## src/rtl/uart8_receiver_pkg.sv

```systemverilog
// Shared UART definitions: frame state encodings (same as the transmitter) and line constants.
// No logic, no latency; no flow control.
// Imported by every rx/tx block so state encodings stay consistent across the pair.
package uart8_receiver_pkg;

    typedef enum logic [2:0] {
        ST_RESET     = 3'b000,
        ST_IDLE      = 3'b001,
        ST_START_BIT = 3'b010,
        ST_DATA_BITS = 3'b011,
        ST_STOP_BIT  = 3'b100
    } uart_state_e;

    localparam int   UART_DATA_BITS  = 8;
    localparam logic UART_IDLE_LEVEL = 1'b1;

endpackage

```

## src/rtl/uart_sync.sv

```systemverilog
// Multi-flop synchronizer for an asynchronous serial line; resets to the idle level.
// Latency: STAGES clk cycles.
// No backpressure: samples every cycle.
module uart_sync
    import uart8_receiver_pkg::*;
#(
    parameter int STAGES = 2
) (
    input  logic clk,
    input  logic rst_n,
    input  logic d,
    output logic q
);

    logic [STAGES-1:0] sync_q;
    logic [STAGES-1:0] sync_d;

    always_comb begin
        sync_d = {sync_q[STAGES-2:0], d};
    end

    // Reset to the idle level so a released reset never looks like a start edge.
    always_ff @(posedge clk or negedge rst_n) begin
        if (!rst_n) begin
            sync_q <= {STAGES{UART_IDLE_LEVEL}};
        end else begin
            sync_q <= sync_d;
        end
    end

    assign q = sync_q[STAGES-1];

endmodule

```

## src/rtl/uart8_receiver.sv

```systemverilog
// 8N1 UART receiver clocked at OVERSAMPLE x baud, mid-bit sampling, done/err pulses.
// Latency: done/err 9*OVERSAMPLE + OVERSAMPLE/2 + 1 cycles after the synchronized start edge.
// No backpressure: out holds the last good byte until the next good frame overwrites it.
module uart8_receiver
    import uart8_receiver_pkg::*;
#(
    parameter int OVERSAMPLE  = 16,
    parameter int SYNC_STAGES = 2
) (
    input  logic                      clk,
    input  logic                      rst_n,
    input  logic                      en,
    input  logic                      in,
    output logic [UART_DATA_BITS-1:0] out,
    output logic                      done,
    output logic                      busy,
    output logic                      err
);

    localparam int CNT_W = $clog2(OVERSAMPLE);
    localparam logic [CNT_W-1:0] CNT_HALF = CNT_W'(OVERSAMPLE / 2 - 1);
    localparam logic [CNT_W-1:0] CNT_LAST = CNT_W'(OVERSAMPLE - 1);

    logic rxs;

    uart_sync #(
        .STAGES (SYNC_STAGES)
    ) u_sync (
        .clk   (clk),
        .rst_n (rst_n),
        .d     (in),
        .q     (rxs)
    );

    uart_state_e               state_q, state_d;
    logic [CNT_W-1:0]          cnt_q, cnt_d;
    logic [2:0]                bit_idx_q, bit_idx_d;
    logic [UART_DATA_BITS-1:0] shift_q, shift_d;
    logic [UART_DATA_BITS-1:0] out_q, out_d;
    logic                      done_q, done_d;
    logic                      busy_q, busy_d;
    logic                      err_q, err_d;
    logic                      rxp_q, rxp_d;

    always_comb begin
        state_d   = state_q;
        cnt_d     = cnt_q;
        bit_idx_d = bit_idx_q;
        shift_d   = shift_q;
        out_d     = out_q;
        busy_d    = busy_q;
        done_d    = 1'b0;
        err_d     = 1'b0;
        rxp_d     = rxs;

        case (state_q)
            ST_IDLE: begin
                busy_d    = 1'b0;
                cnt_d     = '0;
                bit_idx_d = '0;
                // Edge, not level: a line stuck low after a framing error must not retrigger.
                if (en && rxp_q && !rxs) begin
                    state_d = ST_START_BIT;
                    busy_d  = 1'b1;
                end
            end
            ST_START_BIT: begin
                if (cnt_q == CNT_HALF) begin
                    cnt_d = '0;
                    if (!rxs) begin
                        state_d = ST_DATA_BITS;
                    end else begin
                        state_d = ST_IDLE;
                        busy_d  = 1'b0;
                    end
                end else begin
                    cnt_d = cnt_q + 1'b1;
                end
            end
            ST_DATA_BITS: begin
                if (cnt_q == CNT_LAST) begin
                    cnt_d   = '0;
                    shift_d = {rxs, shift_q[UART_DATA_BITS-1:1]};
                    if (bit_idx_q == 3'd7) begin
                        bit_idx_d = '0;
                        state_d   = ST_STOP_BIT;
                    end else begin
                        bit_idx_d = bit_idx_q + 3'd1;
                    end
                end else begin
                    cnt_d = cnt_q + 1'b1;
                end
            end
            ST_STOP_BIT: begin
                if (cnt_q == CNT_LAST) begin
                    if (rxs) begin
                        out_d  = shift_q;
                        done_d = 1'b1;
                    end else begin
                        err_d = 1'b1;
                    end
                    state_d = ST_IDLE;
                    busy_d  = 1'b0;
                    cnt_d   = '0;
                end else begin
                    cnt_d = cnt_q + 1'b1;
                end
            end
            default: begin
                state_d   = ST_IDLE;
                busy_d    = 1'b0;
                cnt_d     = '0;
                bit_idx_d = '0;
            end
        endcase
    end

    always_ff @(posedge clk or negedge rst_n) begin
        if (!rst_n) begin
            state_q   <= ST_IDLE;
            cnt_q     <= '0;
            bit_idx_q <= '0;
            shift_q   <= '0;
            out_q     <= '0;
            done_q    <= 1'b0;
            busy_q    <= 1'b0;
            err_q     <= 1'b0;
            rxp_q     <= UART_IDLE_LEVEL;
        end else begin
            state_q   <= state_d;
            cnt_q     <= cnt_d;
            bit_idx_q <= bit_idx_d;
            shift_q   <= shift_d;
            out_q     <= out_d;
            done_q    <= done_d;
            busy_q    <= busy_d;
            err_q     <= err_d;
            rxp_q     <= rxp_d;
        end
    end

    assign out  = out_q;
    assign done = done_q;
    assign busy = busy_q;
    assign err  = err_q;

endmodule

```

## config.mk

```make
export PLATFORM = sky130hd
export DESIGN_NAME = uart8_receiver
export DESIGN_NICKNAME = d
export VERILOG_FILES = /design/src/rtl/uart8_receiver_pkg.sv /design/src/rtl/uart_sync.sv /design/src/rtl/uart8_receiver.sv
export SDC_FILE = /design/constraint.sdc
export NUM_CORES = 1
export LEC_CHECK = 0
export BUFFER_PORTS_ARGS = -buffer_cell sky130_fd_sc_hd__buf_2
export CORE_MARGIN = 2
export CORE_UTILIZATION = 30
export CTS_CLUSTER_DIAMETER = 80
export DETAILED_ROUTE_END_ITERATION = 8
export GPL_TIMING_DRIVEN = 0
export PLACE_DENSITY_LB_ADDON = 0.08
export SETUP_SLACK_MARGIN = 0.1
export SYNTH_ARGS = -nofsm -noshare
export SYNTH_HDL_FRONTEND = slang
export SYNTH_SLANG_ARGS = --single-unit
```

## constraint.sdc

```tcl
create_clock -name clk -period 2.3 [get_ports clk]
set_clock_uncertainty 0.2 [all_clocks]
set_input_delay 0.115 -clock clk [delete_from_list [all_inputs] [get_ports clk]]
set_output_delay 0.115 -clock clk [all_outputs]
set_load 0.05 [all_outputs]
```

=== Word-level counts from Yosys, hierarchy flattened ===
Cells that the tools add are included.
Widths: inputs -> output; s select.

* Word-level logic and storage cells: 61
* Input bits: 4
* Flip-flop bits (word level): 32
* Output and inout port bits: 11

* Add/sub/neg operators: 2
* Bitwise gates (word level): 2
* Eq/ne operators: 13
* Reduce and logical (&&, ||, !) cells: 10
* Muxes and demuxes: 24

{| class="wikitable"
|+ Operators by type and width
! operator !! number
|-
| $mux 3 || 7
|-
| $pmux 3 s4 || 1
|-
| $mux 1 || 10
|-
| $ne 2x2->1 const B || 5
|-
| $mux 4 || 2
|-
| $pmux 4 s2 || 1
|-
| $eq 3x2->1 const B || 2
|-
| $eq 3x3->1 const B || 2
|-
| $pmux 3 s2 || 1
|-
| $reduce_and 5->1 || 1
|-
| $add 4x1->4 const B || 1
|-
| $eq 4x3->1 const B || 1
|-
| $eq 4x4->1 const B || 1
|-
| $pmux 1 s4 || 1
|-
| $reduce_and 2->1 || 2
|-
| $reduce_and 4->1 || 1
|-
| $reduce_or 2->1 || 2
|-
| $add 3x1->3 const B || 1
|-
| $eq 3x1->1 const B || 1
|-
| $reduce_and 3->1 || 1
|-
| $logic_and 1x1->1 || 2
|-
| $mux 2 || 1
|-
| $ne 2x1->1 const B || 1
|-
| $not 1->1 || 2
|-
| $logic_not 1->1 || 1
|}

=== Longest topological paths before layout ===
Gate-level depths: netlist of the first run.

* Depth in word-level cells: 4
* Mapped depth: 5
* Mapped depth without buffers: 5

=== By module ===
A second synthesis of the first run with hierarchy kept.

* Cells, all modules: 102
* Area, all modules: 1476.4 um2

{| class="wikitable"
|+ Modules (own cells, without submodules)
! module !! times used !! seq. area each (um2) !! area each (um2) !! cells each
|-
| uart8_receiver || 1 || 753.2 || 1423.9 || 100
|-
| uart_sync || 1 || 52.6 || 52.6 || 2
|}

=== Worst setup path after synthesis of the first run ===
OpenSTA, ideal clock, no wires.

* Path kind: reg-to-reg
* Start point: reg cnt_q[0]
* End point: reg shift_q[0]
* Path slack: 0.570 ns
* Arrival: 1.405 ns
* Path buffers: 1
* Required time: 1.975 ns
* Cell stages (with the launch flop): 6
* Clock period less this slack: 1.730 ns
* Library setup time: 0.125 ns
* Cells stage by stage: dfrtp_1 ha_1 and3_4 and3_1 buf_6 mux2_4

* Word-level cells in the longest chain between the ends: 2

{| class="wikitable"
|+ Ends and longest elaborated chain
! item !! line !! text
|-
| start, declared || uart8_receiver.sv:36 || <nowiki>logic [CNT_W-1:0] cnt_q, cnt_d;</nowiki>
|-
| start signal, assigned || uart8_receiver.sv:131 || <nowiki>cnt_q <= cnt_d;</nowiki>
|-
| $eq 4x4->1 || uart8_receiver.sv:81 || <nowiki>if (cnt_q == CNT_LAST) begin</nowiki>
|-
| $reduce_and 2->1 (no source line) || - ||
|-
| end signal, assigned || uart8_receiver.sv:133 || <nowiki>shift_q <= shift_d;</nowiki>
|-
| end, declared || uart8_receiver.sv:38 || <nowiki>logic [UART_DATA_BITS-1:0] shift_q, shift_d;</nowiki>
|}

Every way passes these cells.
A chain may end at the register's enable or synchronous reset.

=== Worst setup path in the final report of the first run ===
* Start point: reg cnt_q[0]
* End point: reg shift_q[7]

The elaborated chain is that of the path after synthesis.

==> reports/qor.yml, run 1 <==
status:
  status: "complete, no violations"
final_layout:
  finalNetCount: 130
  fillers: 460
  fin_cells: 178
  area_growth_pct: 17.23
  drive_gt1_frac: 0.4274
  fin_util: 0.3629
  antennaDiodeCount: 0
synth:
  synth_compound_area_frac: 0.08010
  synthFlopType: "dfrtp_1"
  syn_avg_cell_area_sq_um: 14.53
  synthSimpleGateAreaFrac: 0.1189
  ys_ff_latch: 32
  synth_xor_area_frac: 0.02412
  synth_seq_area_share: 0.5547
  synth-edff-count: 0
  synthesis.area_sq_um: 1453
  synth_fa_ha_area_frac: 0.02584
  synthArstFlopShare: 1.000
  synth_cells: 100
  ys_types: 34
  synth.area.mux_share: 0.1731
  synth_top_family_by_area: "multiplexers"
  synth_nets: 107
  yosys_warnings: 0
clocking:
  root_buffer: "clkbuf_8"
  cts_sinks: 32
  postCtsSetupBuffers: 0
  cts_resized: 0
  clk_latency_ps: 280
  postCtsHoldBufs: 2
  cts_buffers: 5
  cts_tree: "built"
  cts.path.max_buffers: 2
  clk_pin_slew_worst_paths_ps: 60
  htree_levels: 2
die:
  die_w_um: 73.59
  rows: 25
  ios: 15
  core-area_sq_um: 4692
  start_util: 0.3096
  fp.dieArea_sq_um: 5415
  chipHeight_um: 73.59
setup_path:
  critPathLaunch: "cnt_q[0]$_DFF_PN0_"
  cp-endpoint: "shift_q[7]$_DFFE_PN0P_"
  r2r_cells: 5
  cp_data_arrival_time_ps: 1790
  path_max_fanout: 10
  critPathKind: "reg -> reg"
  crit_path_start_kind: "flip-flop"
  r2r-end: "shift_q[7]$_DFFE_PN0P_"
  r2r_start: "cnt_q[0]$_DFF_PN0_"
  required_ps: 2260
  rrSetupSlack_ps: 470
  cp-end-kind: "flip-flop"
global_route:
  grt_max_degree: 33
  grt_use_met2: 0.1607
  track_usage: 0.1092
  grt_pass1_wl_mm: 4.360
  grt_pass1_vias: 899
  grt_antenna_before_repair: 0
  gr-usage-met1: 0.1382
  grtUsageMet3: 0.04115
  busiest_layer: "met2"
  grt_overflow_total: 0
timing:
  final_hold_viol_count: 0
  fin_setup_tns_ps: 0
  period_needed_ps: 1826
  period_share: 0.7941
  setup_viol: 0
  rsz0062_at_grt: "false"
  fmax_ghz: 0.5475
  worstMarginPinSlew_ps: 698.6
  maxSlewViolCount: 0
  slew_headroom: 0.5343
  worst_slack_ps: 473.5
drt:
  drt_iter0_markers: 23
  firstDrtPassIters: 3
  vias_per_cell: 4.882
  drt.antenna.violating_nets: 0
  wl_mm: 2.517
  drc: 0
  post_drt_wl_per_cell_um: 14.14
  num_vias: 869
placed_design:
  post-place-cells: 168
  post-place-ws_ps: 471.6
  routabilityCongestion: 0.6668
  dp_hpwl_mm: 1.685
  io_buffers: 14
job:
  cap_violations: 0
min_path:
  hold_path.class: "in -> reg"
pwr:
  power_leakage_nw: 0.8583
  peakVddDrop_v: 0.0003280
  finalPower_mw: 1.592
  pwr_density_cell_nw_per_um2: 935.1
==> layout by cell type, fill, tap and decap left out, drive strengths merged, types with 3 or more instances in the layout <==
cell    count
dfrtp      28
clkbuf      6
dfstp       4
nand2       3
a21oi       3
inv         3
a22o        5
nand3       3
nor2        4
buf        16
mux2       17
ha          3
==> metal layers <==
metal | vias to the layer above | part of all wire
li1 | 407 | -
met1 | 443 | 0.48
met2 | 14 | 0.45
met3 | 5 | 0.043
met4 | 0 | 0.023
met5 | - | 0
==> state kept, by name, summed over array words and instances, names as in the netlist <==
signal and cells:
cnt_q 4, shift_q 8, busy 1, out 8, u_sync.sync_q 2, err 1
state_q 3, rxp_q 1, done 1, bit_idx_q 3
==> worst max-delay path: stages (launching register included) <==
cell	delay, ps
dfrtp_1	380
ha_1	240
and3_4	240
and3_1	170
buf_6	170
mux2_4	310
==> stage by stage <==
stage	area, sq um	hold WS (ps)
after detailed placement	1590	19.04
after CTS	1703	34.66
after global placement	1590	13.36
after floorplan	1453	-380.6
after global routing	1703	55.28
final	1703	40.64
==> kinds of logic after synthesis <==
family,Yosys count
mux,17
fa+ha+maj,3
compound gates,16
flops,32
buf+inv,5
xor+xnor,4
simple gates,23
==> final cells by class <==
cell class | instances | area (sq um) | share of cell area
Clock buffer | 6 | 82.58 | 0.04849
Buffer | 2 | 22.52 | 0.01323
Tap cell | 54 | 67.56 | 0.03968
Timing Repair Buffer | 16 | 90.09 | 0.05290
Clock inverter | 2 | 10.01 | 0.005878
Inverter | 3 | 11.26 | 0.006613
Multi-Input combinational cell | 63 | 613.1 | 0.3600
Sequential cell | 32 | 805.8 | 0.4732
==> synthesized netlist by cell type, types with 3 or more instances <==
library cell  number  share of area
ha_1               3          0.026
dfstp_2            4          0.072
dfrtp_1           28           0.48
mux2_4            16           0.17
inv_1              3         0.0078
nor2_1             4          0.010
nand2_1            3         0.0078
a21oi_1            3          0.010
a22o_1             3          0.018
==> worst min path at each step <==
stage,endpoint,slack [ps],cells past startpoint,startpoint
after detailed placement,out[1]$_DFFE_PN0P_,20,1,rst_n
final,busy$_DFFE_PN0P_,40,4,en
after floorplan,bit_idx_q[0]$_DFFE_PN0P_,-380,0,rst_n
after global routing,busy$_DFFE_PN0P_,60,4,en
after global placement,out[0]$_DFFE_PN0P_,10,1,rst_n
after CTS,busy$_DFFE_PN0P_,30,4,en
==> where the power goes <==
part	switching [mW]	internal [mW]	total, mW
registers	0.0885	0.666	0.755
logic	0.202	0.197	0.398
clock network	0.201	0.238	0.439
total	0.491	1.10	1.59
(Power assumes the default switching activity.)
==> run 2, diff against run 1 <==
--- a/config.mk
+++ b/config.mk
@@ -5,6 +5,7 @@
 export SDC_FILE = /design/constraint.sdc
 export NUM_CORES = 1
 export LEC_CHECK = 0
+export ABC_AREA = 1
 export BUFFER_PORTS_ARGS = -buffer_cell sky130_fd_sc_hd__buf_2
 export CORE_MARGIN = 2
 export CORE_UTILIZATION = 30
==> constraint.sdc (replaced) <==
create_clock -name clk -period 1.56 [get_ports clk]
set_clock_uncertainty 0.2 [all_clocks]
set_input_delay 0.078 -clock clk [delete_from_list [all_inputs] [get_ports clk]]
set_output_delay 0.078 -clock clk [all_outputs]
set_load 0.05 [all_outputs]
==> run 2 against run 1 <==
Against the previous run:
- final cell count is 44% higher
- non-clock buffer count increased by 19
- flip-flop and latch count did not move
- via count up 28%
- largest cell class unchanged
==> reports/qor.yml, run 2 <==
global_route:
  grt_max_degree: 33  # unchanged
  grt_pass1_wl_mm: 5.250  # +20%
  grt_antenna_before_repair: 0  # unchanged
  track_usage: 0.1288  # +0.01956
  grt_overflow_total: 0  # unchanged
  grt_pass1_vias: 1167  # +30%
drt:
  num_vias: 1112  # +28%
  firstDrtPassIters: 4  # +1
  drc: 0  # unchanged
  vias_per_cell: 4.344  # -11%
  post_drt_wl_per_cell_um: 11.70  # -17%
  wl_mm: 2.995  # +19%
  drt.antenna.violating_nets: 0  # unchanged
  drt_iter0_markers: 79  # +240%
timing:
  rsz0062_at_grt: "true"
  worst_slack_ps: 18.23  # -455.3 ps
  period_needed_ps: 1542  # -284.7 ps
  worstMarginPinSlew_ps: 712.0  # +13.37 ps
  fmax_ghz: 0.6486  # +18%
  period_share: 0.9883  # +0.1942
  setup_viol: 0  # unchanged
  maxSlewViolCount: 0  # unchanged
  final_hold_viol_count: 0  # unchanged
  slew_headroom: 0.5253  # -0.008911
synth:
  synth_most_common_cell: "nand2_1"
  synthTopCellsByCount: "nand2_1 (33), dfrtp_1 (28), inv_1 (16)"
  synth-edff-count: 0  # unchanged
  yosys_warnings: 0  # unchanged
  yosysTopAreaCell: "dfrtp_1"
  ys_ff_latch: 32  # unchanged
  ys_types: 28  # -18%
  synth.top_cell.area_share: 0.4795  # -0.002891
  syn_avg_cell_area_sq_um: 9.942  # -32%
  synth_nets: 154  # +44%
  synthArstFlopShare: 1.000  # unchanged
  synth_cells: 147  # +47%
  synthFlopType: "dfrtp_1"
  synthesis.area_sq_um: 1461  # +0.60%
  yosys-top-cells-area: "dfrtp_1 (48%), nand2_1 (8.5%), o21ai_2 (8.4%), dfstp_2 (7.2%), inv_1 (4.1%)"
  synth_seq_area_share: 0.5514  # -0.003324
clocking:
  htree_levels: 2  # unchanged
  cts_buffers: 5  # unchanged
  cts_sinks: 32  # unchanged
  root_buffer: "clkbuf_8"
  clk_latency_ps: 280  # about the same
  clk_pin_slew_worst_paths_ps: 70  # about the same
  cts_tree: "built"
  cts.path.max_buffers: 2  # unchanged
setup_path:
  rrSetupSlack_ps: 20  # -460 ps
  critPathKind: "reg -> reg"
  cp_cell_sequence: "buf_4, nor2_2, nand4_4, buf_12, nand2_2, nand2_1"
  cp_data_arrival_time_ps: 1510  # -280 ps
  required_ps: 1530  # -730 ps
  path_max_fanout: 5  # -5
  crit_path_start_kind: "flip-flop"
  slowest_stage: "dfstp_2"
  cpPeakStageDelay_ps: 380  # about the same
  cp-end-kind: "flip-flop"
placed_design:
  post-place-ws_ps: -65.89  # -537.5 ps
  io_buffers: 14  # unchanged
  dp_hpwl_mm: 1.947  # +16%
  routabilityCongestion: 0.7360  # +10%
  post-place-cells: 228  # +36%
die:
  start_util: 0.3094  # about the same
  fp.dieArea_sq_um: 5446  # +0.57%
  rows: 25  # unchanged
  chipHeight_um: 73.80  # +0.29%
  core-area_sq_um: 4723  # +0.67%
  die_w_um: 73.80  # +0.29%
  ios: 15  # unchanged
final_layout:
  layout.area.seq_sq_um: 805.8  # unchanged
  multiInputGateArea_sq_um: 643.1  # +4.9%
  antennaDiodeCount: 0  # unchanged
  final_common_cell: "dfrtp_1"
  fillers: 466  # +1.3%
  drive_gt1_frac: 0.5132  # +0.08581
  fin_cells: 256  # +44%
  area_growth_pct: 38.36
  most-common-layout-cells: "dfrtp_1 (28), nand2_2 (19), nand2_1 (17), buf_2 (15), o21ai_2 (14)"
  finalNetCount: 195  # +50%
job:
  cap_violations: 0  # unchanged
pwr:
  peakVddDrop_v: 0.0005096  # +55%
  pwr_density_cell_nw_per_um2: 1284  # +37%
  power_leakage_nw: 0.9883  # +15%
  finalPower_mw: 2.597  # +63%
status:
  status: "complete, no violations"
min_path:
  hold_path.class: "reg -> reg"
run 2: report_power, final:
part           internal [mW]  leakage (nW)  switching (mW)
clock network          0.352        0.0510           0.303
registers              0.936         0.429          0.0774
logic                  0.376         0.508           0.552
total                   1.66         0.988           0.933
run 2: per-layer routing:
layer / wire (um) / track usage
met1: 1273 / 0.1538
met2: 1575 / 0.2163
met3: 86 / 0.03155
met4: 59 / 0.06061
met5: 0 / 0
run 2: final timing paths:
path,cells past startpoint,to,startpoint
setup / recovery,6,out[0]$_DFFE_PN0P_,state_q[0]$_DFFE_PN1P_
hold / removal,0,u_sync.sync_q[1]$_DFF_PN1_,u_sync.sync_q[0]$_DFF_PN1_
setup reg to reg,6,out[0]$_DFFE_PN0P_,state_q[0]$_DFFE_PN1P_
hold reg to reg,0,u_sync.sync_q[1]$_DFF_PN1_,u_sync.sync_q[0]$_DFF_PN1_
max in group asynchronous,2,shift_q[2]$_DFFE_PN0P_,rst_n
min in group asynchronous,2,out[5]$_DFFE_PN0P_,rst_n
run 2: final cells by class:
type	count	area share
clock inverter	2	0.004950
sequential	32	0.3985
buffer	3	0.01980
inverter	17	0.03403
timing repair buffer	34	0.1423
clock buffer	6	0.04084
tap	67	0.04146
multi-input combinational	95	0.3181
run 2: logic make-up (layout without fill, tap and decap cells):
group,after synthesis,after routing,share of synthesized area
AOI/OAI and AO/OA,25,25,0.1267
and+or+nand+nor,66,66,0.2269
adders and majority gates,3,3,0.02569
xor gates and xnor gates,1,1,0.005994
DFF,32,32,0.5514
buffers and inverters,20,62,0.06335
run 2: critical path: cells and delay by family, from the launching register on:
kind | cells | cell delay, ps
and+or+nand+nor | 4 | 530
buffers and inverters | 2 | 320
DFF | 1 | 380
run 2: stage by stage:
step                      utilization  TNS (ps)  hold WS [ps]  cell area [sq um]
after floorplan                     -         0        -417.6               1478
after global placement         0.3454    -240.0        -30.42               1632
after detailed placement       0.3454    -331.0        -15.70               1632
after CTS                      0.4138         0         161.4               1954
after global routing           0.4281    -881.0         164.9               2022
final                          0.4281         0         158.3               2022
run 2: repair_timing:
item / CTS / global route
buffers inserted: 12 / 3
pin swaps: 5 / 5
hold endpoints to repair: 31 / 0
gates cloned: 2 / 0
hold buffers: 3 / 0
setup endpoints to repair: 26 / 28
resized for setup: 24 / 19
==> run 3, diff against run 2 <==
--- a/config.mk
+++ b/config.mk
@@ -8,8 +8,9 @@
 export ABC_AREA = 1
 export BUFFER_PORTS_ARGS = -buffer_cell sky130_fd_sc_hd__buf_2
 export CORE_MARGIN = 2
-export CORE_UTILIZATION = 30
-export CTS_CLUSTER_DIAMETER = 80
+export CORE_UTILIZATION = 54
+export CTS_BUF_LIST = sky130_fd_sc_hd__clkbuf_4
+export CTS_CLUSTER_DIAMETER = 150
 export DETAILED_ROUTE_END_ITERATION = 8
 export GPL_TIMING_DRIVEN = 0
 export PLACE_DENSITY_LB_ADDON = 0.08
==> run 3 against run 2 <==
Against the previous run:
- hold slack got worse by 60 ps
- register-to-register slack lost 20 ps
- global-route usage grew 6.5 points
==> reports/qor.yml, run 3 (synthesis gave the netlist of run 2 again) <==
clocking:
  cts_sinks: 32  # unchanged
  cts_buffers: 5  # unchanged
  clk_pin_slew_worst_paths_ps: 100  # +30 ps
  htree_levels: 2  # unchanged
  clk_latency_ps: 340  # +60 ps
  root_buffer: "clkbuf_4"
  cts.path.max_buffers: 2  # unchanged
  cts_tree: "built"
die:
  core-area_sq_um: 2522  # -47%
  rows: 18  # -28%
  chipHeight_um: 56.02  # -24%
  fp.dieArea_sq_um: 3138  # -42%
  start_util: 0.5794  # +0.2700
  die_w_um: 56.02  # -24%
  ios: 15  # unchanged
setup_path:
  cp_data_arrival_time_ps: 1600  # +90 ps
  r2r_start: "state_q[0]$_DFFE_PN1P_"
  critPathLaunch: "state_q[0]$_DFFE_PN1P_"
  cp-end-kind: "flip-flop"
  required_ps: 1600  # +70 ps
  r2r-end: "out[0]$_DFFE_PN0P_"
  crit_path_start_kind: "flip-flop"
  critPathKind: "reg -> reg"
  rrSetupSlack_ps: 3  # -20 ps
  path_max_fanout: 5  # unchanged
  r2r_cells: 6  # unchanged
timing:
  final_hold_viol_count: 0  # unchanged
  worst_hold_slack_ps: 98.72  # -59.60 ps
  worst_slack_ps: 3.072  # -15.16 ps
  setup_viol: 0  # unchanged
  fin_setup_tns_ps: 0  # unchanged
  fmax_ghz: 0.6423  # -0.97%
  period_needed_ps: 1557  # +15.16 ps
  slew_headroom: 0.5432  # +0.01788
  maxSlewViolCount: 0  # unchanged
  worstMarginPinSlew_ps: 685.2  # -26.82 ps
  rsz0062_at_grt: "true"
  period_share: 0.9980  # +0.009717
pwr:
  peakVddDrop_v: 0.001089  # +110%
  pwr_density_cell_nw_per_um2: 1307  # +1.7%
  power_leakage_nw: 0.9763  # -1.2%
  finalPower_mw: 2.534  # -2.4%
  seq_power_share: 0.402  # +0.012
  internal_power_mw: 1.636  # -1.7%
  pwr-share-comb: 0.346  # -0.011
  p_sw_frac: 0.3546  # -0.004748
  power_frac_clock: 0.252  # about the same
  power_switching_mw: 0.8987  # -3.7%
drt:
  post_drt_wl_per_cell_um: 13.73  # +17%
  drc: 0  # unchanged
  num_vias: 1122  # +0.90%
  firstDrtPassIters: 4  # unchanged
  drt_iter0_markers: 25  # -68%
  wl_mm: 2.980  # -0.50%
  drt.antenna.violating_nets: 0  # unchanged
  vias_per_cell: 5.171  # +19%
placed_design:
  routabilityCongestion: 0.9090  # +24%
  io_buffers: 14  # unchanged
  place_area_sq_um: 1585  # -2.8%
  post-place-ws_ps: -52.46  # +13.42 ps
  dp_hpwl_mm: 1.740  # -11%
  post-place-cells: 191  # -16%
global_route:
  grt_overflow_total: 0  # unchanged
  grt_max_degree: 33  # unchanged
  track_usage: 0.1939  # +0.06516
  grt_pass1_vias: 1057  # -9.4%
  grt_pass1_wl_mm: 4.664  # -11%
  grt_antenna_before_repair: 0  # unchanged
final_layout:
  finalNetCount: 193  # -1.0%
  most-common-layout-cells: "dfrtp_1 (28), nand2_1 (19), buf_2 (15), o21ai_2 (15)"
  area_growth_pct: 32.71
  final_common_cell: "dfrtp_1"
  antennaDiodeCount: 0  # unchanged
  final_area_sq_um: 1939  # -4.1%
  fin_cells: 217  # -15%
  fin_util: 0.7688  # +0.3408
  fillers: 178  # -62%
  drive_gt1_frac: 0.4813  # -0.03194
job:
  cap_violations: 0  # unchanged
status:
  status: "complete, no violations"
min_path:
  hold_path.class: "in -> async"
==> run 3: repair_timing <==
item / in CTS / in global routing
cloned: 1 / 1
hold endpoints to repair: 35 / 0
pin swaps: 4 / 5
hold buffers: 3 / 0
resized for setup: 8 / 28
setup buffers: 12 / 1
endpoints found under the setup margin: 26 / 28
==> run 3: final cells by class <==
cell class	count	area, sq um	area share
multi-input cells	95	649.4	0.3348
clock inverters	2	35.03	0.01806
clock buffers	6	45.04	0.02323
plain buffers	3	35.03	0.01806
well taps	30	37.54	0.01935
inverters	17	68.82	0.03548
repair buffers	32	262.8	0.1355
flip-flops and latches	32	805.8	0.4155
==> run 3: worst max-delay path by stage <==
stage                                           to  slack (ps)  depth (start not counted)
after global placement      state_q[1]$_DFFE_PN0P_         -40                          5
after detailed placement    state_q[1]$_DFFE_PN0P_         -50                          5
after global routing      bit_idx_q[1]$_DFFE_PN0P_         -60                          6
after CTS                 bit_idx_q[0]$_DFFE_PN0P_          20                          5
after floorplan                 out[5]$_DFFE_PN0P_         110                          7
final                           out[0]$_DFFE_PN0P_           3                          6
==> run 3: worst max-delay path: stages, from the launching register on <==
cell and delay [ps]:
dfstp_2 400, buf_4 130, nor2_2 210, nand4_4 210, buf_8 200, nand2_2 50, nand2_1 50
==> run 3: power by group through the flow <==
stage	clock, mW	combinational, mW	sequential (mW)
global route	0.695	0.963	1.03
CTS	0.659	0.829	1.02
detailed placement	0	0.693	1.03
global placement	0	0.670	1.02
floorplan	0	0.530	1.03
finish	0.639	0.877	1.02
==> run 3: metal layers <==
metal,up-vias,track usage,wire length [um]
met1,529,0.2553,1349
met2,26,0.2924,1420
met3,8,0.07209,142
met5,-,0,0
met4,0,0.07143,68
li1,559,-,-
